===== src/rtl/sig_meter_pkg.sv =====
// Shared definitions for the signal meter: FSM encoding, datapath widths and
// a saturating counter helper.
package sig_meter_pkg;

  localparam int unsigned SAMPLE_W = 12;
  localparam int unsigned COUNT_W  = 32;
  localparam int unsigned EDGE_W   = 8;

  typedef logic [SAMPLE_W-1:0] sample_t;
  typedef logic [COUNT_W-1:0]  count_t;

  localparam sample_t SAMPLE_MAX = '1;
  localparam count_t  COUNT_MAX  = '1;

  typedef enum logic [1:0] {
    ST_IDLE = 2'd0,
    ST_ARM  = 2'd1,
    ST_MEAS = 2'd2,
    ST_DONE = 2'd3
  } state_t;

  // Increment that sticks at all-ones instead of wrapping.
  function automatic count_t sat_inc(input count_t v);
    return (v == COUNT_MAX) ? v : v + COUNT_W'(1);
  endfunction

endpackage


===== src/rtl/sig_meter_if.sv =====
// Sample stream, configuration, control and result bundle of the signal meter.
//   master: drives adc_data/adc_valid/threshold/hyst/start, reads results
//   slave : the meter itself
interface sig_meter_if;
  import sig_meter_pkg::*;

  sample_t adc_data;
  logic    adc_valid;
  sample_t threshold;
  sample_t hyst;
  logic    start;

  logic    busy;
  logic    done;
  logic    timeout;
  count_t  period_sum;
  count_t  high_sum;
  sample_t vmax;
  sample_t vmin;

  modport master (
    output adc_data, adc_valid, threshold, hyst, start,
    input  busy, done, timeout, period_sum, high_sum, vmax, vmin
  );

  modport slave (
    input  adc_data, adc_valid, threshold, hyst, start,
    output busy, done, timeout, period_sum, high_sum, vmax, vmin
  );

endinterface


===== src/rtl/sig_meter_cmp.sv =====
// Hysteresis comparator.
//   clk, reset_n        : clock, async active-low reset
//   adc_data, adc_valid : qualified sample stream
//   threshold, hyst     : centre level and hysteresis half-width
//   cmp_hi              : registered comparator state
//   rise, fall          : this qualified sample sets / clears cmp_hi (combinational)
module sig_meter_cmp
  import sig_meter_pkg::*;
(
  input  logic    clk,
  input  logic    reset_n,
  input  sample_t adc_data,
  input  logic    adc_valid,
  input  sample_t threshold,
  input  sample_t hyst,
  output logic    cmp_hi,
  output logic    rise,
  output logic    fall
);

  logic [SAMPLE_W:0] sum_c;
  logic [SAMPLE_W:0] diff_c;
  sample_t           thr_hi;
  sample_t           thr_lo;
  logic              set_c;
  logic              clr_c;

  // Levels in 13 bits; the top bit flags overflow (sum) or borrow (difference).
  always_comb begin
    sum_c  = {1'b0, threshold} + {1'b0, hyst};
    diff_c = {1'b0, threshold} - {1'b0, hyst};
    thr_hi = sum_c[SAMPLE_W]  ? SAMPLE_MAX : sum_c[SAMPLE_W-1:0];
    thr_lo = diff_c[SAMPLE_W] ? '0         : diff_c[SAMPLE_W-1:0];
    // thr_hi >= thr_lo always, so set and clear never coincide.
    set_c  = adc_valid && (adc_data >= thr_hi);
    clr_c  = adc_valid && (adc_data <  thr_lo);
    rise   = set_c && !cmp_hi;
    fall   = clr_c && cmp_hi;
  end

  always_ff @(posedge clk or negedge reset_n) begin
    if (!reset_n) begin
      cmp_hi <= 1'b0;
    end else if (set_c) begin
      cmp_hi <= 1'b1;
    end else if (clr_c) begin
      cmp_hi <= 1'b0;
    end
  end

endmodule


===== src/rtl/sig_meter.sv =====
// Signal meter: averages N_PER periods of a thresholded sample stream and
// reports period length, high time and min/max level.
//   clk, reset_n : clock, async active-low reset
//   bus (slave)  : samples, threshold/hyst, start; busy/done/timeout and results
module sig_meter
  import sig_meter_pkg::*;
#(
  parameter int unsigned N_PER   = 16,
  parameter int unsigned TIMEOUT = 16777215
) (
  input logic        clk,
  input logic        reset_n,
  sig_meter_if.slave bus
);

  localparam count_t              TIMEOUT_C = COUNT_W'(TIMEOUT);
  localparam logic [EDGE_W-1:0]   LAST_EDGE = EDGE_W'(N_PER - 1);

  state_t            state;
  state_t            state_nx;
  logic              cmp_hi;
  logic              rise;
  logic              fall;
  logic              hi_now;
  logic              tmo_hit;
  logic              accept;
  logic              enter;
  logic              tally;
  logic              finish;
  logic              abort;
  count_t            tmo_cnt;
  count_t            period_cnt;
  count_t            high_cnt;
  logic [EDGE_W-1:0] edge_cnt;
  sample_t           trk_max;
  sample_t           trk_min;

  sig_meter_cmp u_cmp (
    .clk       (clk),
    .reset_n   (reset_n),
    .adc_data  (bus.adc_data),
    .adc_valid (bus.adc_valid),
    .threshold (bus.threshold),
    .hyst      (bus.hyst),
    .cmp_hi    (cmp_hi),
    .rise      (rise),
    .fall      (fall)
  );

  // Comparator state as it will be after this sample.
  assign hi_now  = rise || (cmp_hi && !fall);
  assign tmo_hit = bus.adc_valid && ((tmo_cnt + COUNT_W'(1)) == TIMEOUT_C);

  // State register.
  always_ff @(posedge clk or negedge reset_n) begin
    if (!reset_n) begin
      state <= ST_IDLE;
    end else begin
      state <= state_nx;
    end
  end

  // Next state and datapath control; the terminating edge beats the timeout.
  always_comb begin
    state_nx = state;
    accept   = 1'b0;
    enter    = 1'b0;
    tally    = 1'b0;
    finish   = 1'b0;
    abort    = 1'b0;
    case (state)
      ST_IDLE: begin
        if (bus.start) begin
          state_nx = ST_ARM;
          accept   = 1'b1;
        end
      end
      ST_ARM: begin
        if (tmo_hit) begin
          state_nx = ST_DONE;
          abort    = 1'b1;
        end else if (rise) begin
          state_nx = ST_MEAS;
          enter    = 1'b1;
        end
      end
      ST_MEAS: begin
        if (rise && (edge_cnt == LAST_EDGE)) begin
          state_nx = ST_DONE;
          finish   = 1'b1;
        end else if (tmo_hit) begin
          state_nx = ST_DONE;
          abort    = 1'b1;
        end else if (bus.adc_valid) begin
          tally    = 1'b1;
        end
      end
      ST_DONE: state_nx = ST_IDLE;
      default: state_nx = ST_IDLE;
    endcase
  end

  // Measurement accumulators; the entry edge sample is the first counted sample.
  always_ff @(posedge clk or negedge reset_n) begin
    if (!reset_n) begin
      tmo_cnt    <= '0;
      period_cnt <= '0;
      high_cnt   <= '0;
      edge_cnt   <= '0;
      trk_max    <= '0;
      trk_min    <= '0;
    end else begin
      if (accept) begin
        tmo_cnt <= '0;
      end else if (((state == ST_ARM) || (state == ST_MEAS)) && bus.adc_valid) begin
        tmo_cnt <= sat_inc(tmo_cnt);
      end
      if (enter) begin
        // max(0, s) and min(4095, s) both reduce to the edge sample.
        edge_cnt   <= '0;
        period_cnt <= COUNT_W'(1);
        high_cnt   <= COUNT_W'(1);
        trk_max    <= bus.adc_data;
        trk_min    <= bus.adc_data;
      end else if (tally) begin
        period_cnt <= sat_inc(period_cnt);
        if (hi_now) high_cnt <= sat_inc(high_cnt);
        if (rise) edge_cnt <= edge_cnt + EDGE_W'(1);
        if (bus.adc_data > trk_max) trk_max <= bus.adc_data;
        if (bus.adc_data < trk_min) trk_min <= bus.adc_data;
      end
    end
  end

  // Registered status and results; results only change on entry to DONE.
  always_ff @(posedge clk or negedge reset_n) begin
    if (!reset_n) begin
      bus.busy       <= 1'b0;
      bus.done       <= 1'b0;
      bus.timeout    <= 1'b0;
      bus.period_sum <= '0;
      bus.high_sum   <= '0;
      bus.vmax       <= '0;
      bus.vmin       <= '0;
    end else begin
      bus.done <= (state_nx == ST_DONE);
      bus.busy <= (state_nx == ST_ARM) || (state_nx == ST_MEAS);
      if (accept) begin
        bus.timeout <= 1'b0;
      end else if (abort) begin
        bus.timeout <= 1'b1;
      end
      if (finish) begin
        bus.period_sum <= period_cnt;
        bus.high_sum   <= high_cnt;
        bus.vmax       <= trk_max;
        bus.vmin       <= trk_min;
      end else if (abort) begin
        bus.period_sum <= '0;
        bus.high_sum   <= '0;
        bus.vmax       <= '0;
        bus.vmin       <= '0;
      end
    end
  end

endmodule


===== src/flat_wrapper.sv =====
// flat-port wrapper written by rule: the top's interface ports become plain ports
module sig_meter_flat import sig_meter_pkg::*;
#(
  parameter int unsigned N_PER   = 16,
  parameter int unsigned TIMEOUT = 16777215
)
  (clk, reset_n, bus_adc_data, bus_adc_valid, bus_threshold, bus_hyst, bus_start, bus_busy, bus_done, bus_timeout, bus_period_sum, bus_high_sum, bus_vmax, bus_vmin);
  sig_meter_if bus_i ();
  input logic clk;
  input logic reset_n;
  input wire logic [$bits(bus_i.adc_data)-1:0] bus_adc_data;
  input wire logic [$bits(bus_i.adc_valid)-1:0] bus_adc_valid;
  input wire logic [$bits(bus_i.threshold)-1:0] bus_threshold;
  input wire logic [$bits(bus_i.hyst)-1:0] bus_hyst;
  input wire logic [$bits(bus_i.start)-1:0] bus_start;
  output wire logic [$bits(bus_i.busy)-1:0] bus_busy;
  output wire logic [$bits(bus_i.done)-1:0] bus_done;
  output wire logic [$bits(bus_i.timeout)-1:0] bus_timeout;
  output wire logic [$bits(bus_i.period_sum)-1:0] bus_period_sum;
  output wire logic [$bits(bus_i.high_sum)-1:0] bus_high_sum;
  output wire logic [$bits(bus_i.vmax)-1:0] bus_vmax;
  output wire logic [$bits(bus_i.vmin)-1:0] bus_vmin;
  assign bus_i.adc_data = bus_adc_data;
  assign bus_i.adc_valid = bus_adc_valid;
  assign bus_i.threshold = bus_threshold;
  assign bus_i.hyst = bus_hyst;
  assign bus_i.start = bus_start;
  assign bus_busy = bus_i.busy;
  assign bus_done = bus_i.done;
  assign bus_timeout = bus_i.timeout;
  assign bus_period_sum = bus_i.period_sum;
  assign bus_high_sum = bus_i.high_sum;
  assign bus_vmax = bus_i.vmax;
  assign bus_vmin = bus_i.vmin;
  sig_meter #(.N_PER(N_PER), .TIMEOUT(TIMEOUT)) u_core (.clk(clk), .reset_n(reset_n), .bus(bus_i));
endmodule

===== config.mk =====
export PLATFORM = sky130hd
export DESIGN_NAME = sig_meter_flat
export DESIGN_NICKNAME = d
export VERILOG_FILES = /design/src/rtl/sig_meter_pkg.sv /design/src/rtl/sig_meter_if.sv /design/src/rtl/sig_meter_cmp.sv /design/src/rtl/sig_meter.sv /design/src/flat_wrapper.sv
export SDC_FILE = /design/constraint.sdc
export NUM_CORES = 1
export LEC_CHECK = 0
export CORE_ASPECT_RATIO = 0.9
export CORE_MARGIN = 2
export CORE_UTILIZATION = 52
export DETAILED_ROUTE_END_ITERATION = 8
export PLACE_DENSITY = 0.86
export SYNTH_ARGS = -nofsm -noshare
export SYNTH_HDL_FRONTEND = slang
export SYNTH_SLANG_ARGS = --single-unit

===== constraint.sdc =====
create_clock -name clk -period 2.9 [get_ports clk]
set_input_delay 0.58 -clock clk [delete_from_list [all_inputs] [get_ports clk]]
set_output_delay 0.58 -clock clk [all_outputs]
set_load 0.05 [all_outputs]

Yosys cells after proc, flatten, opt, wreduce, memory -nomap -nowiden
Cells that the tools add are included.

Word-level logic and storage cells: 119. Register bits: 222. Input bits: 40. Output and inout port bits: 91.

Reduce and logical (&&, ||, !) cells: 29. Magnitude comparators: 4. Equal/unequal tests: 14. Add/subtract/negate cells: 6. Mux-type cells: 51.

Operator list (count): two-way mux 32 bit (13); two-way mux 12 bit (11); adder 32 x 1 -> 32 bit (second input constant) (3); equality test 32 bit (second input constant) (3); equality test 32 x 24 -> 1 bit (second input constant) (1); < comparator 12 bit (2); two-way mux 8 bit (3); nonzero test 2 bit (9); two-way mux 1 bit (17); adder 12 x 12 -> 13 bit (1); subtractor 12 x 12 -> 13 bit (1); greater-or-equal comparator 12 bit (1); > comparator 12 bit (1); two-way mux 2 bit (5); AND reduction 2 bit (5); adder 8 x 1 -> 8 bit (second input constant) (1); equality test 2 bit (second input constant) (4); equality test 8 x 4 -> 1 bit (second input constant) (1); logical AND 1 bit (8); one-hot mux 2 bit (4 select lines) (1); inequality test 2 x 1 -> 1 bit (second input constant) (3); equality test 2 x 1 -> 1 bit (second input constant) (2); logical OR 1 bit (3); AND reduction 3 bit (1); other kinds (3) (4).

Depth between registers and ports, before layout
Depth in word-level cells: 11. Depth in mapped cells: 25. Mapped depth without buffers: 21.

Hierarchy
From an unflattened synthesis, not the netlist that was laid out.

Cells, all modules: 1494. Area total of the unflattened synthesis: 13249.0 um^2.

Modules (own cells, without submodules): sig_meter (times used 1, area an instance 11423.5 um^2, cells each 1250, sequential area each 5530.3 um^2); sig_meter_cmp (times used 1, area an instance 1825.5 um^2, cells each 244, sequential area each 25.0 um^2).

Least setup slack after synthesis
OpenSTA, ideal clock, no wires.

Path kind: input to register. Start: in bus_hyst[0]. End: reg u_core.high_cnt[10]. Setup slack: -2.199 ns. Library setup time: 0.124 ns. Stages on the path: 25. Path buffers: 4. Arrival: 4.975 ns. Required time: 2.776 ns. Cells stage by stage: ha_1 fa_1 nand2b_1 a21oi_1 o21a_1 o21bai_1 a211oi_1 o21bai_1 a21oi_1 o31a_1 clkbuf_1 a21oi_1 ha_1 and4_1 a21o_1 o21bai_1 o311a_1 clkbuf_1 nand2_1 o32ai_1 nand2_4 buf_6 clkbuf_1 o211ai_1 nand2_1.

Longest elaborated chain between the ends: 10. Elaborated cells on any way between the ends: 24. Classes of those cells: add/sub (2); order compare (2); eq/ne (1); mux (8); reduce/logical (11).

RTL lines: start, declared (line flat_wrapper.sv:14) `input wire logic [$bits(bus_i.hyst)-1:0] bus_hyst;`; adder 12 x 12 -> 13 bit / subtractor 12 x 12 -> 13 bit (equally long branches) (line sig_meter_cmp.sv:30, sig_meter_cmp.sv:31); two-way mux 12 bit, on equally long branches (line sig_meter_cmp.sv:32, sig_meter_cmp.sv:33); greater-or-equal comparator 12 bit / < comparator 12 bit (equally long branches) (line sig_meter_cmp.sv:35, sig_meter_cmp.sv:36); logical AND 1 bit, on equally long branches (line sig_meter_cmp.sv:35, sig_meter_cmp.sv:36); logical AND 1 bit, on equally long branches (line sig_meter_cmp.sv:37, sig_meter_cmp.sv:38); two-way mux 1 bit (tied with other cells) (line sig_meter.sv:82) `end else if (rise) begin`; two-way mux 1 bit (tied with other cells) (line sig_meter.sv:79) `if (tmo_hit) begin`; two-way mux 1 bit / logical OR 1 bit (equally long branches) (line sig_meter.sv:71, sig_meter.sv:51); inequality test 2 x 1 -> 1 bit (no source line) / nonzero test 2 bit (equally long branches); AND reduction 3 bit (no source line); end signal, assigned (line sig_meter.sv:127) `if (hi_now) high_cnt <= sat_inc(high_cnt);`; end, declared (line sig_meter.sv:33) `count_t high_cnt;`.

Parallel ways exist; a longest one is shown, timed or not. A chain may end at the register's enable or synchronous reset.

Final worst setup path
Start: in bus_hyst[6]. End: reg u_core.period_cnt[22].

Longest elaborated chain between the ends: 10. Elaborated cells on any way between the ends: 15. Classes of those cells: add/sub (1); order compare (1); eq/ne (1); mux (7); reduce/logical (5).

RTL lines: adder 12 x 12 -> 13 bit * (line sig_meter_cmp.sv:30) `sum_c = {1'b0, threshold} + {1'b0, hyst};`; two-way mux 12 bit * (line sig_meter_cmp.sv:32) `thr_hi = sum_c[SAMPLE_W] ? SAMPLE_MAX : sum_c[SAMPLE_W-1:0];`; greater-or-equal comparator 12 bit * (line sig_meter_cmp.sv:35) `set_c = adc_valid && (adc_data >= thr_hi);`; logical AND 1 bit * (line sig_meter_cmp.sv:35); logical AND 1 bit * (line sig_meter_cmp.sv:37) `rise = set_c && !cmp_hi;`; two-way mux 1 bit / logical AND 1 bit (equally long branches) (line sig_meter.sv:82, sig_meter.sv:88); two-way mux 1 bit, on equally long branches (line sig_meter.sv:79, sig_meter.sv:88); two-way mux 1 bit (line sig_meter.sv:71) `case (state)`; inequality test 2 x 1 -> 1 bit (no source line) / nonzero test 2 bit (equally long branches); AND reduction 2 bit (no source line); end signal, assigned (line sig_meter.sv:126) `period_cnt <= sat_inc(period_cnt);`; end, declared (line sig_meter.sv:32) `count_t period_cnt;`.

Mark *: on every way between the ends. The rest lies on a longest branch, timed or not.

==> impl_metrics.ini <==
[place]
gpl.final_weighted_congestion = 0.942
detailedPlace.worstSlack_ns = -2.67
port_buffers = 130
dp_hpwl_um = 24900
dp.cells = 1833

[power_and_ir_drop]
pwr_density_cell_nw_per_um2 = 581
p_leak_uw = 0.00820
report.power.total_uw = 10600
power.ir.vdd_worst_v = 0.000414

[final_layout]
final_layout_size_suffix_gt1_share_pct = 30.7
area_occupied_by_multi_input_gates_um2 = 7580
seqCellArea_um2 = 5560
final_cell_count_no_fill = 1945
layout.filler_cells = 1256
finalNetCount = 1740
post-route-util_pct = 76.1
area_growth_syn_to_layout_pct = 44.9

[synthesis]
ys.warnings.count = 0
syn-num-nets = 1400
synth_sequential_area_ratio_pct = 44.0
post_synth_fa_ha_maj_area_fraction_pct = 8.24
synth-edff-count = 0
postSynthRegisterBits = 222
synth_top_family_by_area = simple AND/OR/NAND/NOR gates
synth-compound-area-share_pct = 16.1
yosys.area.top_type = sky130_fd_sc_hd__dfrtp_1
synthesis.area_um2 = 12600
synthMuxAreaShare_pct = 2.60
synthDominantCellAreaShare_pct = 44.0
synth_area_per_cell_um2 = 9.88
syn_inst = 1278
synth.distinct_cells = 76
post_synth_xor_area_fraction_pct = 5.34
ys.flop_type = sky130_fd_sc_hd__dfrtp_1
ys_top_cells_by_area = sky130_fd_sc_hd__dfrtp_1 (44%), sky130_fd_sc_hd__ha_1 (7.9%), sky130_fd_sc_hd__a22o_1 (6.3%)
post_synth_simple_gate_area_pct = 19.1
synth-async-reset-ratio_pct = 100

[sta]
min_period_over_period_pct = 181
max_clock_freq_mhz = 190
final_count_of_negative_setup_slack_endpoints = 190
clock-skew-final_ns = 0.0199
rsz_0062_raised_after_global_routing = true
tightest_pin_transition_ns = 0.701
hold_violations = 0
report.final.slew_viol_count = 0
max_transition_margin_pct = 52.9
final.min_clock_period_ns = 5.26
post-route-worst-setup-slack_ns = -2.36

[worst_setup_path]
worst_ep_required_time_ns = 3.31
setup.worst_path.start_class = input port
critPathKind = in -> reg
timing.critical_path.fanout_max = 8
end_kind = register
cp_data_arrival_time_ns = 5.67

[clock_tree]
cts_htree_levels = 1
cts_tree = built
clock_tree.root_cell = sky130_fd_sc_hd__clkbuf_16
clock_insertion_delay_worst_skew_ns = 0.54
cts_buffer_depth = 3
cts.sinks = 222
cts_inserted_buffers = 23
cts.reportedPaths.clkPinSlew_ns = 0.07

[grt]
number_of_global_route_vias_before_repair = 12400
gr-usage-all-layers_pct = 31.0
global_route_wire_length_before_repair_um = 64700
global_route.overflow_total = 0
grt_max_degree = 75
antenna_found_initial = 0

[die]
io-pin-count = 131
die_height_um = 152
row_count = 54
start_util_pct = 52.5
chipWidth_um = 168
die-area_um2 = 25600
area_of_the_placeable_core_um2 = 24100

[routing]
number_of_detailed_route_iterations_in_the_first_pass = 7
vias_per_cell = 6.94
routed_wire_length_per_instance_um = 26.3
route.detailed.drc = 0
dr_total_vias = 13500
routed_wirelength_um = 51100
initialDrtViolationCount = 2207
detail-route-antenna-nets = 0

[outcome]
outcome = complete, but fails checks
violations = setup timing

[hold_path]
min-delay-path-class = in -> async

[run]
timing.max_cap.violations = 0
routing by layer:
| layer | track usage, % | vias up | part of all wire (%) |
|---|---|---|---|
| li1 | - | 5334 | - |
| met1 | 39.6 | 6463 | 35 |
| met2 | 51.4 | 1236 | 45 |
| met3 | 5.52 | 460 | 12 |
| met4 | 14.3 | 0 | 8.3 |
| met5 | 0 | - | 0 |
layout by cell type, fill, tap and decap left out, types with 24 or more instances in the layout:
cell and instances:
sky130_fd_sc_hd__a21oi_1 24, sky130_fd_sc_hd__nand4_1 41, sky130_fd_sc_hd__dfrtp_1 222, sky130_fd_sc_hd__nand2_1 74, sky130_fd_sc_hd__nand3_1 40, sky130_fd_sc_hd__a21oi_2 33, sky130_fd_sc_hd__a22o_1 90, sky130_fd_sc_hd__xnor2_1 28
sky130_fd_sc_hd__xor2_1 44, sky130_fd_sc_hd__clkbuf_16 30, sky130_fd_sc_hd__buf_4 189, sky130_fd_sc_hd__mux2_4 24, sky130_fd_sc_hd__inv_1 62, sky130_fd_sc_hd__nor2_1 89, sky130_fd_sc_hd__clkdlybuf4s50_1 118, sky130_fd_sc_hd__ha_1 74
sky130_fd_sc_hd__buf_6 28
power by group:
group / switching [uW] / internal (uW)
Combinational: 2080 / 1660
Clock: 1340 / 1740
Sequential: 407 / 3400
Total: 3830 / 6810
per-stage QoR:
stage | setup TNS [ns] | cell area [um^2] | hold slack (ns)
after floorplan | -289.00 | 13000 | 0.284
after global placement | -431.79 | 15700 | 0.482
after detailed placement | -464.88 | 15700 | 0.481
after CTS | -266.07 | 17400 | 0.0179
after global routing | -402.88 | 18300 | 0.0533
final | -394.53 | 18300 | 0.00192
critical path, cell delays in order:
cell and delay [ns]:
sky130_fd_sc_hd__clkdlybuf4s50_1 0.44, sky130_fd_sc_hd__buf_4 0.14, sky130_fd_sc_hd__ha_1 0.23, sky130_fd_sc_hd__nor3_1 0.38, sky130_fd_sc_hd__a211oi_2 0.15, sky130_fd_sc_hd__buf_4 0.16, sky130_fd_sc_hd__buf_4 0.12, sky130_fd_sc_hd__nor3_1 0.33
sky130_fd_sc_hd__mux2i_1 0.17, sky130_fd_sc_hd__a211oi_1 0.29, sky130_fd_sc_hd__ha_1 0.22, sky130_fd_sc_hd__and4_4 0.25, sky130_fd_sc_hd__a21o_1 0.16, sky130_fd_sc_hd__buf_4 0.14, sky130_fd_sc_hd__nor2_4 0.05, sky130_fd_sc_hd__o32ai_4 0.43
sky130_fd_sc_hd__buf_4 0.21, sky130_fd_sc_hd__a22o_4 0.15, sky130_fd_sc_hd__o31a_4 0.29, sky130_fd_sc_hd__nand2_8 0.11, sky130_fd_sc_hd__buf_4 0.17, sky130_fd_sc_hd__o31ai_2 0.37, sky130_fd_sc_hd__a21oi_2 0.12
worst paths after layout:
path / endpoint / startpoint / cells after the start / slack (ns)
hold / removal: u_core.bus.high_sum[18] / reset_n / 1 / 0.002
hold reg to reg: u_core.bus.high_sum[23] / u_core.bus.high_sum[23] / 1 / 0.50
setup reg to reg: u_core.period_cnt[18] / u_core.period_cnt[3] / 7 / -0.74
max in group asynchronous: u_core.tmo_cnt[19] / reset_n / 2 / 1.91
setup / recovery: u_core.period_cnt[22] / bus_hyst[6] / 23 / -2.36
min in group clk: u_core.bus.high_sum[23] / u_core.bus.high_sum[23] / 1 / 0.50
final cells by class:
cell class                 instances  area share, %
antenna                            2         0.0274
clock buffer                      35           3.78
clock inverter                     7          0.410
inverter                          66           1.35
multi-input combinational        924           41.4
sequential                       222           30.4
tap                              308           2.11
timing repair buffer             381           20.5
registers in the layout, indices dropped and copies added (netlist names), 32 cells and up:
| register | count |
|---|---|
| u_core.bus.high_sum | 32 |
| u_core.tmo_cnt | 32 |
| u_core.high_cnt | 32 |
| u_core.period_cnt | 32 |
| u_core.bus.period_sum | 32 |
repair_timing:
action                                  in CTS  in global routing
endpoints found under the setup margin     190                190
gates cloned                                12                  9
pin swaps                                   54                 79
setup buffers                               27                 31
resized for setup                          112                153
hold buffers                                 0                  0
logic make-up (layout without fill, tap and decap cells):
logic type / after synthesis / count (layout)
AND/OR/NAND/NOR: 452 / 455
AO/OA/AOI/OAI: 283 / 284
flip-flops: 222 / 222
buffers and inverters: 136 / 489
adder cells (fa/ha/maj): 82 / 82
XOR/XNOR: 77 / 77
multiplexers: 26 / 26
other: 0 / 2
synth_stat cells (10+ instances only):
cell	count
sky130_fd_sc_hd__dfrtp_1	222
sky130_fd_sc_hd__nor2_1	104
sky130_fd_sc_hd__a22o_1	91
sky130_fd_sc_hd__nand2_1	83
sky130_fd_sc_hd__ha_1	80
sky130_fd_sc_hd__inv_1	66
sky130_fd_sc_hd__a21oi_1	59
sky130_fd_sc_hd__nand3_1	52
sky130_fd_sc_hd__xor2_1	47
sky130_fd_sc_hd__nand4_1	41
sky130_fd_sc_hd__clkbuf_1	38
sky130_fd_sc_hd__o21ai_0	38
sky130_fd_sc_hd__xnor2_1	30
sky130_fd_sc_hd__or3_1	25
sky130_fd_sc_hd__nor3_1	23
sky130_fd_sc_hd__and3_1	22
sky130_fd_sc_hd__buf_2	21
sky130_fd_sc_hd__and2_1	16
sky130_fd_sc_hd__mux2_1	14
sky130_fd_sc_hd__nor4_1	14
sky130_fd_sc_hd__or4_1	14
sky130_fd_sc_hd__nand2b_1	13
sky130_fd_sc_hd__o31ai_1	13
sky130_fd_sc_hd__o211ai_1	11
sky130_fd_sc_hd__mux2_4	10
No activity file was read; power rests on OpenSTA's default activity.
